`src/rtl/seven_seg_scan_ctrl.sv`:
```
// Four-digit multiplexed seven-segment scan controller with frame-aligned double buffering.
// Optional leading-zero blanking is enabled by defining LEADING_ZERO_BLANK_EN.
module seven_seg_scan_ctrl #(
    parameter int CLK_DIV = 50000,
    parameter int GUARD   = 16
) (
    input  logic        clk,
    input  logic        rst,
    input  logic        load,
    input  logic [15:0] value_in,
    input  logic [3:0]  dp_in,
    output logic [3:0]  bcd_out,
    output logic [3:0]  an,
    output logic        dp,
    output logic        frame_tick
);

    localparam int CW = $clog2(CLK_DIV);
    localparam logic [CW-1:0] LAST    = CW'(CLK_DIV - 1);
    localparam logic [CW-1:0] GUARD_C = CW'(GUARD);

    logic [CW-1:0] cnt;
    logic [1:0]    idx;
    logic [15:0]   shadow_val;
    logic [3:0]    shadow_dp;
    logic [15:0]   active_val;
    logic [3:0]    active_dp;
    logic          pending;

    logic          slot_end;
    logic          wrap;
    logic [3:0]    nibble;
    logic          digit_dp;
    logic          blank;
    logic          dark;
    logic [3:0]    an_next;
    logic          dp_next;

    assign slot_end = (cnt == LAST);
    assign wrap     = slot_end && (idx == 2'd3);

    // A load landing on the frame wrap bypasses the shadow so the new frame shows it at once.
    always_ff @(posedge clk) begin
        if (rst) begin
            cnt        <= '0;
            idx        <= 2'd0;
            shadow_val <= 16'h0000;
            shadow_dp  <= 4'h0;
            active_val <= 16'h0000;
            active_dp  <= 4'h0;
            pending    <= 1'b0;
        end else begin
            cnt <= slot_end ? '0 : cnt + CW'(1);
            if (slot_end) begin
                idx <= idx + 2'd1;
            end
            if (wrap) begin
                if (load) begin
                    active_val <= value_in;
                    active_dp  <= dp_in;
                    pending    <= 1'b0;
                end else if (pending) begin
                    active_val <= shadow_val;
                    active_dp  <= shadow_dp;
                    pending    <= 1'b0;
                end
            end else if (load) begin
                shadow_val <= value_in;
                shadow_dp  <= dp_in;
                pending    <= 1'b1;
            end
        end
    end

    always_comb begin
        nibble   = 4'h0;
        digit_dp = 1'b0;
        blank    = 1'b0;
        case (idx)
            2'd0: begin nibble = active_val[3:0];   digit_dp = active_dp[0]; end
            2'd1: begin nibble = active_val[7:4];   digit_dp = active_dp[1]; end
            2'd2: begin nibble = active_val[11:8];  digit_dp = active_dp[2]; end
            default: begin nibble = active_val[15:12]; digit_dp = active_dp[3]; end
        endcase
`ifdef LEADING_ZERO_BLANK_EN
        // A requested decimal point keeps an otherwise-blank zero digit lit.
        case (idx)
            2'd1:    blank = (active_val[15:4] == 12'h000) && !active_dp[1];
            2'd2:    blank = (active_val[15:8] == 8'h00)   && !active_dp[2];
            2'd3:    blank = (active_val[15:12] == 4'h0)   && !active_dp[3];
            default: blank = 1'b0;
        endcase
`else
        blank = 1'b0;
`endif
        dark    = (cnt < GUARD_C) || blank;
        an_next = dark ? 4'b1111 : ~(4'b0001 << idx);
        dp_next = dark ? 1'b1 : ~digit_dp;
    end

    always_ff @(posedge clk) begin
        if (rst) begin
            an         <= 4'b1111;
            bcd_out    <= 4'h0;
            dp         <= 1'b1;
            frame_tick <= 1'b0;
        end else begin
            an         <= an_next;
            bcd_out    <= nibble;
            dp         <= dp_next;
            frame_tick <= wrap;
        end
    end

endmodule

```
`config.mk`:
```
export PLATFORM = sky130hd
export DESIGN_NAME = seven_seg_scan_ctrl
export DESIGN_NICKNAME = d
export VERILOG_FILES = /design/src/rtl/seven_seg_scan_ctrl.sv
export SDC_FILE = /design/constraint.sdc
export NUM_CORES = 1
export LEC_CHECK = 0
export BUFFER_PORTS_ARGS = -buffer_cell sky130_fd_sc_hd__clkbuf_2
export CAP_MARGIN = 20
export CORE_MARGIN = 5
export CORE_UTILIZATION = 40
export CTS_CLUSTER_DIAMETER = 80
export DETAILED_ROUTE_END_ITERATION = 6
export PLACE_DENSITY_LB_ADDON = 0.15
export SLEW_MARGIN = 30
export SYNTH_ARGS = -nofsm -noshare
export SYNTH_HDL_FRONTEND = slang
export SYNTH_SLANG_ARGS = --single-unit
```
`constraint.sdc`:
```
create_clock -name clk -period 2.1 [get_ports clk]
set_clock_uncertainty 0.2 [all_clocks]
set_input_delay 0.315 -clock clk [delete_from_list [all_inputs] [get_ports clk]]
set_output_delay 0.315 -clock clk [all_outputs]
set_load 0.02 [all_outputs]
```
==> Yosys cells after proc, flatten, opt, wreduce, memory -nomap -nowiden <==
Index checks and enable logic that the tools add are counted.
{ "word_totals": {"out_inout_bits": 10, "ramBits": 0, "register_bits": 69, "romBits": 0, "memories": 0, "latch_bits": 0} }
{ "op_classes": {"n_mux": 6, "div_mod_pow": 0, "n_reduce_logical": 8, "bitwise_logic": 3, "n_eq_ne": 4, "add_sub_neg": 2, "n_lt_le_gt_ge": 1, "multipliers": 0, "shift": 1} }
{ "ops": {"columns": ["operator", "count"], "rows": [
  ["$mux W16", 2],
  ["$add A16 B1 Y16 const B", 1],
  ["$eq A16 B16 Y1 const B", 1],
  ["$lt A16 B5 Y1 const B", 1],
  ["$pmux W4 S3", 1],
  ["$mux W4", 2],
  ["$reduce_or A2 Y1", 3],
  ["$eq A2 B2 Y1 const B", 2],
  ["$not A4 Y4", 1],
  ["$reduce_and A2 Y1", 2],
  ["$shl A1 B2 Y4 const A", 1],
  ["$pmux W1 S3", 1],
  ["$add A2 B1 Y2 const B", 1],
  ["$eq A2 B1 Y1 const B", 1],
  ["$logic_not A2 Y1", 1],
  ["$not A1 Y1", 2],
  ["$reduce_bool A2 Y1", 1],
  ["$logic_and A1 B1 Y1", 1]
]} }

==> Depth between registers and ports, before layout <==
Gate-level depths: netlist of run 1.
{ "logic_depth": {"depth_word": 4, "depth_mapped": 7, "depth_no_buf": 6} }

==> Worst setup path after synthesis of run 1 <==
Ideal clock, no wire load.
{ "synth_path": {"kind": "flip-flop to flip-flop", "start": "register cnt[5]", "end": "register active_dp[0]", "n_path_buf": 2, "stages_incl_launch_ff": 7, "required_time_ps": 1768, "period_less_slack_ps": 2301, "setup_ps": 132, "arrival_time_ps": 1968, "path_slack_ps": -201, "path_cell_list": "dfxtp_1 > or4_4 > or4b_4 > buf_6 > buf_8 > o31ai_1 > a21oi_1"} }
{ "synth_between": {"elab_chain_len": 3} }
{ "synth_rtl": {"columns": ["element", "line_no", "text"], "rows": [
  ["from (decl)", "22", "logic [CW-1:0] cnt;"],
  ["from (signal assigned)", "53", "cnt <= slot_end ? '0 : cnt + CW'(1);"],
  ["$eq A16 B16 Y1", "39", "assign slot_end = (cnt == LAST);"],
  ["$logic_and A1 B1 Y1", "40", "assign wrap = slot_end && (idx == 2'd3);"],
  ["$reduce_and A2 Y1 (no line)", null, null],
  ["to (signal assigned)", "60", "active_dp <= dp_in;"],
  ["to (signal assigned)", "64", "active_dp <= shadow_dp;"],
  ["to (decl)", "27", "logic [3:0] active_dp;"]
]} }
No other way between the ends.
A chain may end at the register's enable or synchronous reset.

==> Worst setup path after layout of run 1 <==
{ "layout_path": {"start": "register cnt[12]", "end": "register active_val[9]"} }
{ "layout_between": {"elab_chain_len": 3} }
{ "layout_rtl": {"columns": ["element", "line_no", "text"], "rows": [
  ["$eq A16 B16 Y1", "39", null],
  ["$logic_and A1 B1 Y1", "40", null],
  ["$reduce_and A2 Y1 (no line)", null, null],
  ["to (signal assigned)", "59", "active_val <= value_in;"],
  ["to (signal assigned)", "63", "active_val <= shadow_val;"],
  ["to (decl)", "26", "logic [15:0] active_val;"]
]} }
No other way between the ends.

==> metrics.md, run 1 <==
| Metric | Value |
|---|---|
| Final WS setup | `-0.07874 ns` |
| Seq/Total Area, Yosys | `43.28%` |
| Buf/Inv on CP | `0` |
| Layout area overhead | `23.17%` |
| Worst path slowest cell | `or4b_4` |
| Final hold vios | `0` |
| Syn Inst Count | `351` |
| Pin count of the biggest net entering global routing | `42` |
| HP Start | `dp_in[1]` |
| Unique masters post-synth | `34` |
| Die Wd | `99.33 um` |
| R2r startpoint | `cnt[12]$_SDFF_PP0_` |
| Critical path class | `register to register` |
| Clk buf depth | `2` |
| CTS tree | `built` |
| Minimum clock period | `2.179 ns` |
| Core area | `7767 um2` |
| Vias/cell | `5.400` |
| Top Ports | `33` |
| Clk sinks | `69` |
| Via Count | `2711` |
| 1st-iter DRT viols | `124` |
| Area post-placement | `3558 um2` |
| Tcrit/Tclk final | `103.7%` |
| Layout cells sized above 1 | `29.50%` |
| Critical path startpoint category | `register` |
| Worst slew margin relative to its limit | `67.18%` |
| Failing checks | `negative setup slack` |
| Row count | `32` |
| YS warnings | `0` |
| R2R setup slack | `-0.08 ns` |
| Clock root buffer master | `clkbuf_8` |
| First-pass GRT wire length | `13080 um` |
| DP HPWL | `5186 um` |
| Stages on the worst setup path | `4` |
| Detailed Routing Iterations Pass 1 | `5` |
| CP endpoint kind | `register` |
| Synth Net Count | `380` |
| ANT cells | `0` |
| Fmax | `0.4590 GHz` |
| Pwr Density | `665.0 nW/um2` |
| Commonest non-fill, non-tap cell in the layout | `dfxtp_1` |
| Initial Util | `41.09%` |
| Final non-filler cell area | `3931 um2` |
| R2R depth | `4` |
| Chip height | `99.33 um` |
| H-Tree Level Count | `3` |
| Data arrival, critical path | `2.19 ns` |
| Gpl congestion | `0.8017` |
| Synth Cell Area | `3192 um2` |
| Crit-path max cell delay | `0.63 ns` |
| CTS Buf Count | `9` |
| Mean Syn Cell Area | `9.093 um2` |
| RSZ-0062 raised after global routing | `true` |
| Latest clock arrival within the worst-skew pair | `0.34 ns` |
| Outcome | `finished with violations` |
| Residual DRC | `0` |
| GR Util All Layers | `16.39%` |
| Critical path required time | `2.11 ns` |
| Initial antenna violation count | `0` |
| Crit path to | `active_val[9]$_SDFFE_PP0P_` |
| Routed WL | `7767 um` |
| Final ANT Viol Nets | `0` |
| Final nets | `424` |
| P_leak | `1.482 nW` |
| Overflow after GRT | `0` |
| Commonest non-fill, non-tap cells in the layout | `dfxtp_1 (67), nand2_1 (50), clkbuf_2 (32)` |
| Die Area | `9866 um2` |
| Worst-Margin Slew | `0.4900 ns` |
| # setup viols final | `33` |
| Total design power | `2.614 mW` |
| Crit-path leading delay family | `simple AND/OR/NAND/NOR gates` |
| Maxcap violations | `0` |
| Vias in the first global route | `2692` |
| Crit-path cells | `or4_4 -> or4b_4 -> o31ai_1 -> a21oi_1` |
| CP max FO | `6` |
| PortBufs | `32` |
| Clk slew on worst S/H paths | `0.08 ns` |
| Pins Over Slew Limit | `0` |
| Worst vdd ir | `0.0002752 V` |
| Worst hold path type | `input pin to register` |
| Worst Setup SP | `cnt[12]$_SDFF_PP0_` |
| Synth Register Bits | `69` |
| WL/cell | `15.47 um` |
| Reg2reg end | `active_val[9]$_SDFFE_PP0P_` |
-- synthesized netlist by cell type --
library cell | instances | area (um2)
and4_1 | 1 | 8.760
nor2b_1 | 1 | 6.260
ha_1 | 6 | 75.07
buf_8 | 2 | 30.03
mux2_2 | 20 | 225.2
xor2_1 | 5 | 43.79
nand2_1 | 50 | 187.7
xnor2_1 | 6 | 52.55
a31oi_1 | 2 | 12.51
or4_1 | 2 | 15.01
buf_4 | 1 | 7.510
clkbuf_1 | 21 | 78.83
nor3_1 | 4 | 20.02
and4_2 | 1 | 10.01
dfxtp_1 | 69 | 1381
mux2i_1 | 20 | 200.2
a21oi_1 | 29 | 145.1
buf_6 | 1 | 11.26
nor2_1 | 25 | 93.84
o21ai_0 | 5 | 25.02
buf_2 | 5 | 25.02
a311oi_1 | 1 | 8.760
or4_4 | 1 | 11.26
nor4_1 | 1 | 6.260
nand4_1 | 26 | 162.7
or4b_4 | 1 | 13.76
a222oi_1 | 5 | 50.05
inv_1 | 5 | 18.77
and3_1 | 2 | 12.51
o21ai_4 | 1 | 16.27
nor4b_4 | 1 | 23.77
or3_1 | 2 | 12.51
o31ai_1 | 22 | 165.2
nand3_1 | 7 | 35.03
-- per-stage QoR --
step                      cells  TNS (ns)  setup slack, ns  hold slack, ns  utilization, %
after detailed placement    479    -4.599          -0.1636          0.2314           45.81
final                       502    -1.777         -0.07874         0.01215           50.61
after CTS                   499    -2.120          -0.1017       0.0007870           49.52
after global placement      479    -3.246          -0.1229          0.2290           45.81
after floorplan             351    -2.843          -0.1163          0.2118               -
after global routing        502    -4.981          -0.1387        0.009042           50.61
-- logic make-up (layout without fill, tap and decap cells) --
group / after synthesis / count (layout) / share of synthesized area (%)
AO/OA/AOI/OAI: 65 / 65 / 13.25
XOR/XNOR: 11 / 11 / 3.018
adder cells (fa/ha/maj): 6 / 6 / 2.352
buffers and inverters: 35 / 81 / 5.371
flip-flops: 69 / 69 / 43.28
multiplexers: 40 / 40 / 13.33
AND/OR/NAND/NOR: 125 / 128 / 19.40
-- worst min path at each step --
stage,endpoint,slack (ns),cells past startpoint
after detailed placement,cnt[0]$_SDFF_PP0_,0.23,1
after CTS,shadow_dp[1]$_SDFFE_PP0P_,0.0008,3
after global routing,shadow_val[2]$_SDFFE_PP0P_,0.009,3
after floorplan,cnt[0]$_SDFF_PP0_,0.21,1
final,shadow_dp[1]$_SDFFE_PP0P_,0.01,3
after global placement,cnt[0]$_SDFF_PP0_,0.23,1
-- sequential cells by signal (all words and copies together), names as in the netlist --
register and count:
cnt 16, dp 1, active_dp 4, shadow_val 16, shadow_dp 4, pending 1
idx 2, bcd_out 4, active_val 16, an 4, frame_tick 1
-- tightest hold or removal path, delay by kind of cell --
family | cells | cell delay (ns)
buffers and inverters | 1 | 0.09
multiplexers | 1 | 0.05
AND/OR/NAND/NOR | 1 | 0.05
-- report_power, final --
part	internal [mW]	total (mW)	switching (mW)	leakage, nW
clock network	0.583	1.09	0.506	0.0995
registers	1.34	1.35	0.0142	0.562
logic	0.0867	0.173	0.0863	0.821
-- final cells by class --
class,instances,area [um2]
clock buffer,11,141.4
clock inverter,5,60.06
multi-input combinational,250,1783
fill,763,3836
tap,102,127.6
sequential,69,1384
inverter,5,18.77
timing repair buffer,60,416.7
-- metal layers --
layer | part of all wire [%] | GRT usage [%] | vias up
met5 | 0 | 0 | -
li1 | - | - | 1360
met3 | 4.8 | 4.909 | 10
met2 | 51 | 28.20 | 64
met4 | 1.5 | 4.832 | 0
met1 | 43 | 19.71 | 1277
-- repair_timing --
action                                 4_1_cts  5_1_grt
hold buffers                                 2        0
resized for setup                           10       10
pin swaps                                    4        6
setup endpoints to repair                   37       57
buffers inserted                             0        2
cloned                                       2        1
endpoints found under the hold margin        2        0
No activity file was read; power rests on OpenSTA's default activity.
==> run 2, diff against run 1 <==
Clock period 2.1 ns to 2.7 ns, I/O delays scaled along.
==> metrics.md, run 2 (synthesis gave the netlist of run 1 again) <==
| Metric | Value |
|---|---|
| Die Area | `9866 um2 (unchanged)` |
| Latest clock arrival within the worst-skew pair | `0.35 ns (about the same)` |
| # setup viols final | `0 (-100%)` |
| Gpl congestion | `0.8007 (-0.12%)` |
| Critical path class | `register to register` |
| RSZ-0062 raised after global routing | `false` |
| Clk sinks | `69 (unchanged)` |
| Die Wd | `99.33 um (unchanged)` |
| Non-filler cells, final | `479 (-4.6%)` |
| R2R setup slack | `0.23 ns (+0.31 ns)` |
| Reg area | `1381 um2 (-0.18%)` |
| Clock root buffer master | `clkbuf_8` |
| Final WS setup | `0.2302 ns (+0.3090 ns)` |
| Critical path required time | `2.73 ns (+0.62 ns)` |
| Worst vdd ir | `0.0002707 V (-1.6%)` |
| Row count | `32 (unchanged)` |
| Via Count | `2578 (-4.9%)` |
| H-Tree Level Count | `3 (unchanged)` |
| Top Ports | `33 (unchanged)` |
| Detailed Routing Iterations Pass 1 | `4 (-1)` |
| Layout area overhead | `13.01%` |
| Clk buf depth | `2 (unchanged)` |
| Placed Cells incl. Taps | `466 (-2.7%)` |
| Routed WL | `7341 um (-5.5%)` |
| R2r startpoint | `cnt[5]$_SDFF_PP0_` |
| Worst Setup SP | `cnt[5]$_SDFF_PP0_` |
| Clk slew on worst S/H paths | `0.07 ns (about the same)` |
| Crit path to | `cnt[6]$_SDFF_PP0_` |
| Final nets | `404 (-4.7%)` |
| Place WS | `0.2247 ns (+0.3883 ns)` |
| ANT cells | `0 (unchanged)` |
| Final hold vios | `0 (unchanged)` |
| Overflow after GRT | `0 (unchanged)` |
| 1st-iter DRT viols | `137 (+10%)` |
| Commonest non-fill, non-tap cells in the layout | `dfxtp_1 (69), nand2_1 (50), clkbuf_2 (32)` |
| Layout cells sized above 1 | `22.02% (-7.5 points)` |
| Residual DRC | `0 (unchanged)` |
| PortBufs | `32 (unchanged)` |
| Maxcap violations | `0 (unchanged)` |
| Outcome | `completed` |
| Initial Util | `41.09% (unchanged)` |
| CTS tree | `built` |
| Fmax | `0.4049 GHz (-12%)` |
| CP max FO | `23 (+17)` |
| DP HPWL | `5027 um (-3.1%)` |
| WL/cell | `15.33 um (-0.95%)` |
| Reg2reg end | `cnt[6]$_SDFF_PP0_` |
| Core area | `7767 um2 (unchanged)` |
| Multi-input logic area | `1650 um2 (-7.4%)` |
| CTS Buf Count | `9 (unchanged)` |
| Tcrit/Tclk final | `91.47% (-12 points)` |
| Pin count of the biggest net entering global routing | `42 (unchanged)` |
| Setup TNS | `0 ns (+1.777 ns)` |
| Post-CTS Setup Inserts | `0 (unchanged)` |
| Initial antenna violation count | `0 (unchanged)` |
| Final ANT Viol Nets | `0 (unchanged)` |
| Vias/cell | `5.382 (-0.34%)` |
| Critical path startpoint category | `register` |
| Worst slew margin relative to its limit | `66.50% (-0.69 points)` |
| R2R depth | `4 (unchanged)` |
| Chip height | `99.33 um (unchanged)` |
| # resized after CTS | `0 (-10)` |
| Pwr Density | `556.3 nW/um2 (-16%)` |
| GR Util All Layers | `15.51% (-0.89 points)` |
| FILL cells | `785 (+2.9%)` |
| Vias in the first global route | `2499 (-7.2%)` |
| Minimum clock period | `2.470 ns (+0.2910 ns)` |
| Data arrival, critical path | `2.49 ns (+0.30 ns)` |
| CP endpoint kind | `register` |
| P_leak | `1.372 nW (-7.4%)` |
| Worst hold path type | `input pin to register` |
| Biggest regs | `active_val: 16 flops, cnt: 16 flops, shadow_val: 16 flops` |
| Commonest non-fill, non-tap cell in the layout | `dfxtp_1` |
| Pins Over Slew Limit | `0 (unchanged)` |
| Worst-Margin Slew | `0.5025 ns (+0.01257 ns)` |
| Post-cts hold buffer count | `0 (-2)` |
| First-pass GRT wire length | `12100 um (-7.5%)` |
-- run 2: stage by stage --
stage | power, mW | hold WS (ns) | util (%) | area, um2
floorplan | 1.160 | 0.2132 | - | 3192
global placement | 1.198 | 0.2223 | 44.04 | 3421
detailed placement | 1.203 | 0.2329 | 44.04 | 3421
CTS | 2.028 | 0.02034 | 46.44 | 3607
global route | 2.081 | 0.03398 | 46.44 | 3607
finish | 2.007 | 0.03119 | 46.44 | 3607
-- run 2: where the power goes --
group	switching [mW]	leakage, nW	internal [mW]	total [mW]
logic	0.0655	0.714	0.0596	0.125
clock network	0.369	0.0971	0.460	0.829
registers	0.0112	0.561	1.04	1.05
total	0.446	1.37	1.56	2.01
-- run 2: how the worst min path moves through the flow --
stage / to / startpoint / slack [ns] / cells past startpoint
2_1_floorplan: cnt[0]$_SDFF_PP0_ / cnt[0]$_SDFF_PP0_ / 0.21 / 1
4_1_cts: cnt[2]$_SDFF_PP0_ / rst / 0.02 / 2
3_3_place_gp: cnt[0]$_SDFF_PP0_ / cnt[0]$_SDFF_PP0_ / 0.22 / 1
6_report: cnt[2]$_SDFF_PP0_ / rst / 0.03 / 2
5_1_grt: cnt[2]$_SDFF_PP0_ / rst / 0.03 / 2
3_5_place_dp: cnt[0]$_SDFF_PP0_ / cnt[0]$_SDFF_PP0_ / 0.23 / 1
-- run 2: worst max-delay path: stages, from the launching register on --
cell	delay, ns
dfxtp_1	0.35
or4_4	0.57
or4b_4	0.69
o21ai_4	0.43
nor2_1	0.09
-- run 2: cell type report --
type,instances,area share [%]
multi-input cells,247,45.75
flip-flops and latches,69,38.29
repair buffers,43,6.729
clock buffers,11,4.197
well taps,102,3.538
clock inverters,2,0.9712
inverters,5,0.5203
-- run 2: layer usage --
layer	GRT usage, %	part of all wire, %
met5	0	0
met1	18.05	45
met2	26.60	49
met3	5.540	4.0
met4	4.832	1.6
